**src/rtl/mov8_sequencer_if.sv**
```systemverilog
// mov8_sequencer bus bundle: start/instr request, select/load strobes, status.
// SEQ_ABORT_EN adds the abort input.
interface mov8_sequencer_if;
  logic       start;
  logic [7:0] instr;
  logic [7:0] sel;
  logic [7:0] ld;
  logic       busy;
  logic       done;
  logic       err;
`ifdef SEQ_ABORT_EN
  logic       abort;

  modport master (
    output start, instr, abort,
    input  sel, ld, busy, done, err
  );

  modport slave (
    input  start, instr, abort,
    output sel, ld, busy, done, err
  );
`else
  modport master (
    output start, instr,
    input  sel, ld, busy, done, err
  );

  modport slave (
    input  start, instr,
    output sel, ld, busy, done, err
  );
`endif
endinterface

```
**src/rtl/mov8_sequencer.sv**
```systemverilog
// MOV-8 transfer sequencer: sel, settle, load, drop load, release sel.
// Optional abort input enabled by SEQ_ABORT_EN.
module mov8_sequencer #(
  parameter int SETTLE    = 2,
  parameter int LD_CYCLES = 2
) (
  input logic              clk,
  input logic              reset,
  mov8_sequencer_if.slave  bus
);

  localparam int MAXC = (SETTLE > LD_CYCLES) ? SETTLE : LD_CYCLES;
  localparam int CW   = (MAXC > 1) ? $clog2(MAXC) : 1;

  typedef enum logic [2:0] {
    IDLE,
    SEL,
    LOAD,
    HOLD,
    DONE
  } state_t;

  state_t        state, state_d;
  logic [CW-1:0] cnt, cnt_d;
  logic [2:0]    src, src_d;
  logic [2:0]    dst, dst_d;
  logic          abrt, abrt_d;
  logic          abort_w;

  logic [7:0]    sel_q, sel_d;
  logic [7:0]    ld_q, ld_d;
  logic          busy_q, busy_d;
  logic          done_q, done_d;
  logic          err_q, err_d;

`ifdef SEQ_ABORT_EN
  assign abort_w = bus.abort;
`else
  assign abort_w = 1'b0;
`endif

  always_comb begin
    state_d = state;
    cnt_d   = cnt + CW'(1);
    src_d   = src;
    dst_d   = dst;
    abrt_d  = abrt;
    err_d   = 1'b0;
    unique case (state)
      IDLE: begin
        abrt_d = 1'b0;
        if (bus.start) begin
          if (bus.instr[7:6] == 2'b00) begin
            src_d   = bus.instr[2:0];
            dst_d   = bus.instr[5:3];
            state_d = SEL;
          end else begin
            err_d = 1'b1;
          end
        end
      end
      SEL: begin
        if (abort_w) begin
          state_d = DONE;
          abrt_d  = 1'b1;
        end else if (cnt == CW'(SETTLE - 1)) begin
          state_d = LOAD;
        end
      end
      LOAD: begin
        if (abort_w) begin
          state_d = HOLD;
          abrt_d  = 1'b1;
        end else if (cnt == CW'(LD_CYCLES - 1)) begin
          state_d = HOLD;
        end
      end
      HOLD: begin
        if (abrt) begin
          state_d = IDLE;
        end else if (abort_w) begin
          state_d = DONE;
          abrt_d  = 1'b1;
        end else begin
          state_d = DONE;
        end
      end
      DONE:    state_d = IDLE;
      default: state_d = IDLE;
    endcase
    if (state_d != state || state == IDLE)
      cnt_d = '0;
  end

  // Outputs are decoded from the next state so they register in step with it.
  always_comb begin
    sel_d  = '0;
    ld_d   = '0;
    busy_d = (state_d != IDLE);
    done_d = (state_d == DONE) && !abrt_d;
    if ((state_d == SEL || state_d == LOAD || state_d == HOLD)
        && src_d != dst_d)
      sel_d = 8'd1 << src_d;
    if (state_d == LOAD)
      ld_d = 8'd1 << dst_d;
  end

  always_ff @(posedge clk) begin
    if (reset) begin
      state  <= IDLE;
      cnt    <= '0;
      src    <= '0;
      dst    <= '0;
      abrt   <= 1'b0;
      sel_q  <= '0;
      ld_q   <= '0;
      busy_q <= 1'b0;
      done_q <= 1'b0;
      err_q  <= 1'b0;
    end else begin
      state  <= state_d;
      cnt    <= cnt_d;
      src    <= src_d;
      dst    <= dst_d;
      abrt   <= abrt_d;
      sel_q  <= sel_d;
      ld_q   <= ld_d;
      busy_q <= busy_d;
      done_q <= done_d;
      err_q  <= err_d;
    end
  end

  assign bus.sel  = sel_q;
  assign bus.ld   = ld_q;
  assign bus.busy = busy_q;
  assign bus.done = done_q;
  assign bus.err  = err_q;

endmodule

```
**src/flat_wrapper.sv**
```systemverilog
// flat-port wrapper written by rule: the top's interface ports become plain ports
module mov8_sequencer_flat 
#(
  parameter int SETTLE    = 2,
  parameter int LD_CYCLES = 2
)
  (clk, reset, bus_start, bus_instr, bus_sel, bus_ld, bus_busy, bus_done, bus_err);
  mov8_sequencer_if bus_i ();
  input logic clk;
  input logic reset;
  input wire logic [$bits(bus_i.start)-1:0] bus_start;
  input wire logic [$bits(bus_i.instr)-1:0] bus_instr;
  output wire logic [$bits(bus_i.sel)-1:0] bus_sel;
  output wire logic [$bits(bus_i.ld)-1:0] bus_ld;
  output wire logic [$bits(bus_i.busy)-1:0] bus_busy;
  output wire logic [$bits(bus_i.done)-1:0] bus_done;
  output wire logic [$bits(bus_i.err)-1:0] bus_err;
  assign bus_i.start = bus_start;
  assign bus_i.instr = bus_instr;
  assign bus_sel = bus_i.sel;
  assign bus_ld = bus_i.ld;
  assign bus_busy = bus_i.busy;
  assign bus_done = bus_i.done;
  assign bus_err = bus_i.err;
  mov8_sequencer #(.SETTLE(SETTLE), .LD_CYCLES(LD_CYCLES)) u_core (.clk(clk), .reset(reset), .bus(bus_i));
endmodule
```
**config.mk**
```make
export PLATFORM = sky130hd
export DESIGN_NAME = mov8_sequencer_flat
export DESIGN_NICKNAME = d
export VERILOG_FILES = /design/src/rtl/mov8_sequencer_if.sv /design/src/rtl/mov8_sequencer.sv /design/src/flat_wrapper.sv
export SDC_FILE = /design/constraint.sdc
export NUM_CORES = 1
export LEC_CHECK = 0
export ABC_AREA = 1
export BUFFER_PORTS_ARGS = -buffer_cell sky130_fd_sc_hd__buf_2
export CAP_MARGIN = 20
export CORE_MARGIN = 2
export CORE_UTILIZATION = 51
export DETAILED_ROUTE_END_ITERATION = 10
export PLACE_DENSITY = 0.75
export RECOVER_POWER = 25
export SYNTH_ARGS = -nofsm -noshare
export SYNTH_HDL_FRONTEND = slang
export SYNTH_SLANG_ARGS = --single-unit
```
**constraint.sdc**
```tcl
create_clock -name clk -period 1.9 [get_ports clk]
set_clock_uncertainty 0.05 [all_clocks]
set_input_delay 0.285 -clock clk [delete_from_list [all_inputs] [get_ports clk]]
set_output_delay 0.285 -clock clk [all_outputs]
set_load 0.02 [all_outputs]
```
# ---- Word-level counts from Yosys, hierarchy flattened
# Index checks and enable logic that the tools add are counted.
dict set report totals {
  ff_bits 30
  latchBits 0
  ram_bits 0
  rom_bits 0
  inputBits 11
  out_inout_bits 19
  n_memories 0
}
dict set report op_classes {
  add_sub_neg 1
  mul 0
  div 0
  order_cmp 0
  eq_ne 9
  shift 2
  mux 15
  n_bitwise 4
  reduce_logical 13
}
# cell n
set ops {}
lappend ops {{$mux 3} 11}
lappend ops {{$shl 1x3->8 const A} 2}
lappend ops {{$eq 3x2->1 const B} 4}
lappend ops {{$pmux 3 s4} 1}
lappend ops {{$eq 3x1->1 const B} 2}
lappend ops {{$ne 3x3->1} 2}
lappend ops {{$reduce_or 2->1} 3}
lappend ops {{$not 1->1} 4}
lappend ops {{$eq 3x3->1 const B} 1}
lappend ops {{$logic_not 3->1} 1}
lappend ops {{$logic_or 1x1->1} 3}
lappend ops {{$reduce_bool 3->1} 1}
lappend ops {{$reduce_or 3->1} 1}
lappend ops {{$logic_and 1x1->1} 2}
lappend ops {{$logic_not 2->1} 1}
lappend ops {{$mux 1} 2}
lappend ops {{$pmux 1 s2} 1}
lappend ops {{$add 1x1->1 const B} 1}
lappend ops {{$logic_not 1->1} 1}

# ---- Depth between registers and ports, before layout
dict set report depth {
  depth_word 10
  depth_mapped 12
  ltp_nobuf 11
}

# ---- Worst setup path before layout
# No wires, ideal clock.
dict set report synth_path {
  path_type {register to register}
  from {register u_core.state[0]}
  to {register u_core.sel_q[0] (netlist: u_core.bus.sel[0])}
  arrival_ps 1242
  slack_ps 496
  path_stages_with_launch 12
  n_path_buf 1
  synth_period_minus_slack_ps 1404
  cell_sequence {dfxtp_1 > inv_2 > nand2_2 > nor2_4 > buf_4 > nand3_1 > nand2_2 > nand2_1 > nand2_1 > nand3_2 > nand3_2 > nor2_1}
}
dict set report synth_between {
  elab_chain_len 9
  elab_cells_between_ends 21
}
# item line_no
set synth_rtl {}
lappend synth_rtl {{start, declared} mov8_sequencer.sv:23} ;# state_t state, state_d;
lappend synth_rtl {{start signal, assigned} mov8_sequencer.sv:121} ;# state <= state_d;
lappend synth_rtl {{$mux 3} mov8_sequencer.sv:53} ;# if (bus.instr[7:6] == 2'b00) begin
lappend synth_rtl {{$mux 3} mov8_sequencer.sv:52} ;# if (bus.start) begin
lappend synth_rtl {{$pmux 3 s4} mov8_sequencer.sv:49} ;# unique case (state)
lappend synth_rtl {{$eq 3x1->1 or $eq 3x2->1 (tied branches)} mov8_sequencer.sv:101} ;# if ((state_d == SEL || state_d == LOAD || state_d == HOLD)
lappend synth_rtl {{$logic_or 1x1->1 (2 in series)} mov8_sequencer.sv:101}
lappend synth_rtl {{$logic_and 1x1->1} mov8_sequencer.sv:102} ;# && src_d != dst_d)
lappend synth_rtl {{$not 1->1 (no line)} n/a}
lappend synth_rtl {{$reduce_or 2->1 (no line)} n/a}
lappend synth_rtl {{end signal, assigned} mov8_sequencer.sv:126} ;# sel_q <= sel_d;
lappend synth_rtl {{end, declared} mov8_sequencer.sv:30} ;# logic [7:0] sel_q, sel_d;
# Parallel ways exist; a longest one is shown, timed or not.
# A chain may end at the register's enable or synchronous reset.

# ---- Final worst setup path
dict set report layout_path {
  from {register u_core.state[2]}
  to {register u_core.sel_q[4] (netlist: u_core.bus.sel[4])}
}
# Same word-level chain as after synthesis.

==> run_results.csv <==
group,metric,value,unit
die,die_width,52.8,um
yosys,synth_cells,155,
yosys,synthesis.nets,166,
clocking,cts_sinks,30,
global_route,first_global_vias,937,
yosys,post-synth-top-area-cell,"sky130_fd_sc_hd__dfxtp_1",
yosys,synth-seq-area-share,0.494,
yosys,synth_enable_flop_cells,0,
detailed_routing,detail-route-antenna-nets,0,
critical_path,crit_path_max_fanout,13,
yosys,synth_top_area_frac,0.494,
detailed_routing,drt-total-wl,2450,um
die,floorplan.initialDensity,0.545,
clocking,number_of_clock_buffers_inserted_by_tritoncts,5,
clocking,clock_pin_transition_on_the_worst_setup_and_hold_timing_paths,0.09,ns
critical_path,setup.worst_path.start_class,"flip-flop",
sta,max_freq,0.585,GHz
layout,total_of_fill_cells_in_the_finished_design,215,
global_route,grt_remaining_overflow,0,
layout,num_antenna_cells,0,
critical_path,req_time_crit_path,2.11,ns
pwr,worst_vdd_drop,0.000478,V
yosys,post-synth-top-count-cell,"sky130_fd_sc_hd__nand2_1",
detailed_routing,drtIter0Drc,27,
place,port_buffers,29,
yosys,synth.yosys.warnings,0,
sta,timing.final.hold_violations,0,
sta,worst_slew_pin_slew,0.316,ns
clocking,clk_root_buffer_cell,"sky130_fd_sc_hd__clkbuf_4",
sta,timing.slew.headroom,0.789,
clocking,tritoncts,"built",
sta,fin_setup_tns,0,ns
layout,layout-area-overhead-vs-synth,17.0,%
clocking,worst_skew_pair.late_latency,0.32,ns
global_route,largest_net_degree_at_the_start_of_global_routing,14,
detailed_routing,vias,1078,
yosys,asyncSetResetFlopFracSynth,0,
die,chipHeight,52.8,um
die,top_level_ports,30,
pwr,fin_total_pwr,1.18,mW
die,placementRows,17,
critical_path,worst-setup-path-type,"reg -> reg",
global_route,groute.usage.overall,0.191,
layout,finalNetCount,199,
pwr,pwr_density_cell,826,mW/mm2
die,fp.dieArea,0.00279,mm2
sta,slew_violations,0,
yosys,synthFlopType,"sky130_fd_sc_hd__dfxtp_1",
layout,multi_input_gate_area_in_the_final_layout,526,um2
status,status,"completed",
sta,rsz_0062_raised_after_global_routing,"false",
clocking,cts.repair_timing.setup_buffer_count,0,
detailed_routing,drt_pre_antenna_iters,4,
detailed_routing,post_drt_wl_per_cell,11.3,um
clocking,number_of_h_tree_levels,2,
critical_path,critical_path_arrival,1.92,ns
sta,final_period_minus_worst_setup_slack,1.71,ns
yosys,postSynthAreaPerCell,7.85,um2
sta,final_min_period_over_clock_period,0.900,
global_route,grt_antenna_before_repair,0,
yosys,syn_area,0.00122,mm2
sta,endpoints_failing_setup,0,
clocking,holdBufCountCts,0,
clocking,cts_resized,0,
detailed_routing,route.detailed.vias_per_inst,4.97,
detailed_routing,drc,0,
pwr,leakage,0.678,nW
layout,post_route_cells_drive_above_1_share,0.270,
clocking,clock_path_buffers,2,
yosys,synth_cell_types,21,
critical_path,endpoint_kind,"flip-flop",
global_route,grt_pass1_wl,3800,um
place,dp.final_hpwl,1830,um
yosys,post_synth_main_area_contributors,"sky130_fd_sc_hd__dfxtp_1, sky130_fd_sc_hd__nand2_1, sky130_fd_sc_hd__nor2_1",
yosys,synth-seq-cells,30,
run,drv_cap,0,
die,core,0.00223,mm2
hold_path,hold_class,"in -> reg",
yosys,post_synth_most_frequent_cells,"sky130_fd_sc_hd__nand2_1, sky130_fd_sc_hd__dfxtp_1, sky130_fd_sc_hd__nor2_1, sky130_fd_sc_hd__inv_1, sky130_fd_sc_hd__nand2_2",
layout,register_area,601,um2
place,gp_congestion,0.835,
[layout make-up]
cell class	count	share of cell area
timing repair buffer	30	0.0994
sequential	30	0.422
clock inverter	1	0.00352
tap	28	0.0246
multi-input combinational	105	0.369
clock buffer	7	0.0387
inverter	16	0.0422
[path summary, 6_finish.rpt]
path,from,end,slack [ns],cells after the start
setup / recovery,u_core.state[2],u_core.bus.sel[4],0.19,11
hold / removal,bus_start,u_core.bus.err,0.16,3
setup reg to reg,u_core.state[2],u_core.bus.sel[4],0.19,11
hold reg to reg,u_core.abrt,u_core.abrt,0.41,2
[critical path: stages, from the launching register on]
cell and delay, ns:
sky130_fd_sc_hd__dfxtp_1 0.32, sky130_fd_sc_hd__inv_2 0.09, sky130_fd_sc_hd__nand2_2 0.10, sky130_fd_sc_hd__nor2_4 0.26, sky130_fd_sc_hd__nand2_4 0.19, sky130_fd_sc_hd__nand2_1 0.10, sky130_fd_sc_hd__nand2_1 0.10, sky130_fd_sc_hd__nand2_1 0.08
sky130_fd_sc_hd__nand2_1 0.06, sky130_fd_sc_hd__nand3_2 0.09, sky130_fd_sc_hd__nand3_2 0.10, sky130_fd_sc_hd__nor2_1 0.11
[logic make-up after synthesis]
group           count (synthesis)  synth area share
flops                          30             0.494
buf+inv                        20            0.0741
compound gates                  3            0.0195
simple gates                  102             0.413
[registers in the layout, indices dropped and copies added (netlist names)]
name and count:
u_core.src 3, u_core.bus.busy 1, u_core.bus.done 1, u_core.bus.err 1, u_core.state 3, u_core.abrt 1
u_core.bus.ld 8, u_core.cnt 1, u_core.bus.sel 8, u_core.dst 3
[per-layer routing]
layer	routed length (um)	up-vias	share of wire	global-route usage
li1	-	544	-	-
met1	1100	492	0.45	0.232
met2	1130	35	0.46	0.302
met3	181	7	0.074	0.0543
met4	42	0	0.017	0.107
met5	0	-	0	0
[metrics by stage]
step	hold slack (ns)	utilization	setup slack [ns]	instances	instance area (um2)
4_1_cts	0.154	0.642	0.202	217	1430
2_1_floorplan	0.371	-	0.496	155	1220
6_report	0.158	0.637	0.190	217	1420
3_3_place_gp	0.384	0.615	0.221	209	1370
3_5_place_dp	0.394	0.615	0.169	209	1370
5_1_grt	0.167	0.637	0.0456	217	1420
[power breakdown]
part | total (mW) | internal [mW] | switching (mW)
Clock | 0.387 | 0.179 | 0.208
Combinational | 0.138 | 0.0465 | 0.0916
Sequential | 0.650 | 0.642 | 0.00797
Total | 1.18 | 0.867 | 0.308
[placed cells by master, fill, tap and decap left out, types with 2 or more instances in the layout]
cell type / Yosys / final
sky130_fd_sc_hd__nand2_1: 35 / 35
sky130_fd_sc_hd__nand3_2: 3 / 3
sky130_fd_sc_hd__inv_1: 14 / 14
sky130_fd_sc_hd__buf_2: 0 / 20
sky130_fd_sc_hd__nand3b_1: 6 / 6
sky130_fd_sc_hd__dfxtp_1: 30 / 30
sky130_fd_sc_hd__nor2_1: 28 / 28
sky130_fd_sc_hd__nand2_2: 13 / 13
sky130_fd_sc_hd__nand4_1: 2 / 2
sky130_fd_sc_hd__nor2_4: 2 / 2
sky130_fd_sc_hd__nand3_1: 8 / 8
sky130_fd_sc_hd__inv_2: 2 / 2
sky130_fd_sc_hd__nor3_1: 2 / 2
sky130_fd_sc_hd__clkbuf_4: 0 / 5
sky130_fd_sc_hd__clkbuf_1: 1 / 10
Power figures use the tool's default switching activity.
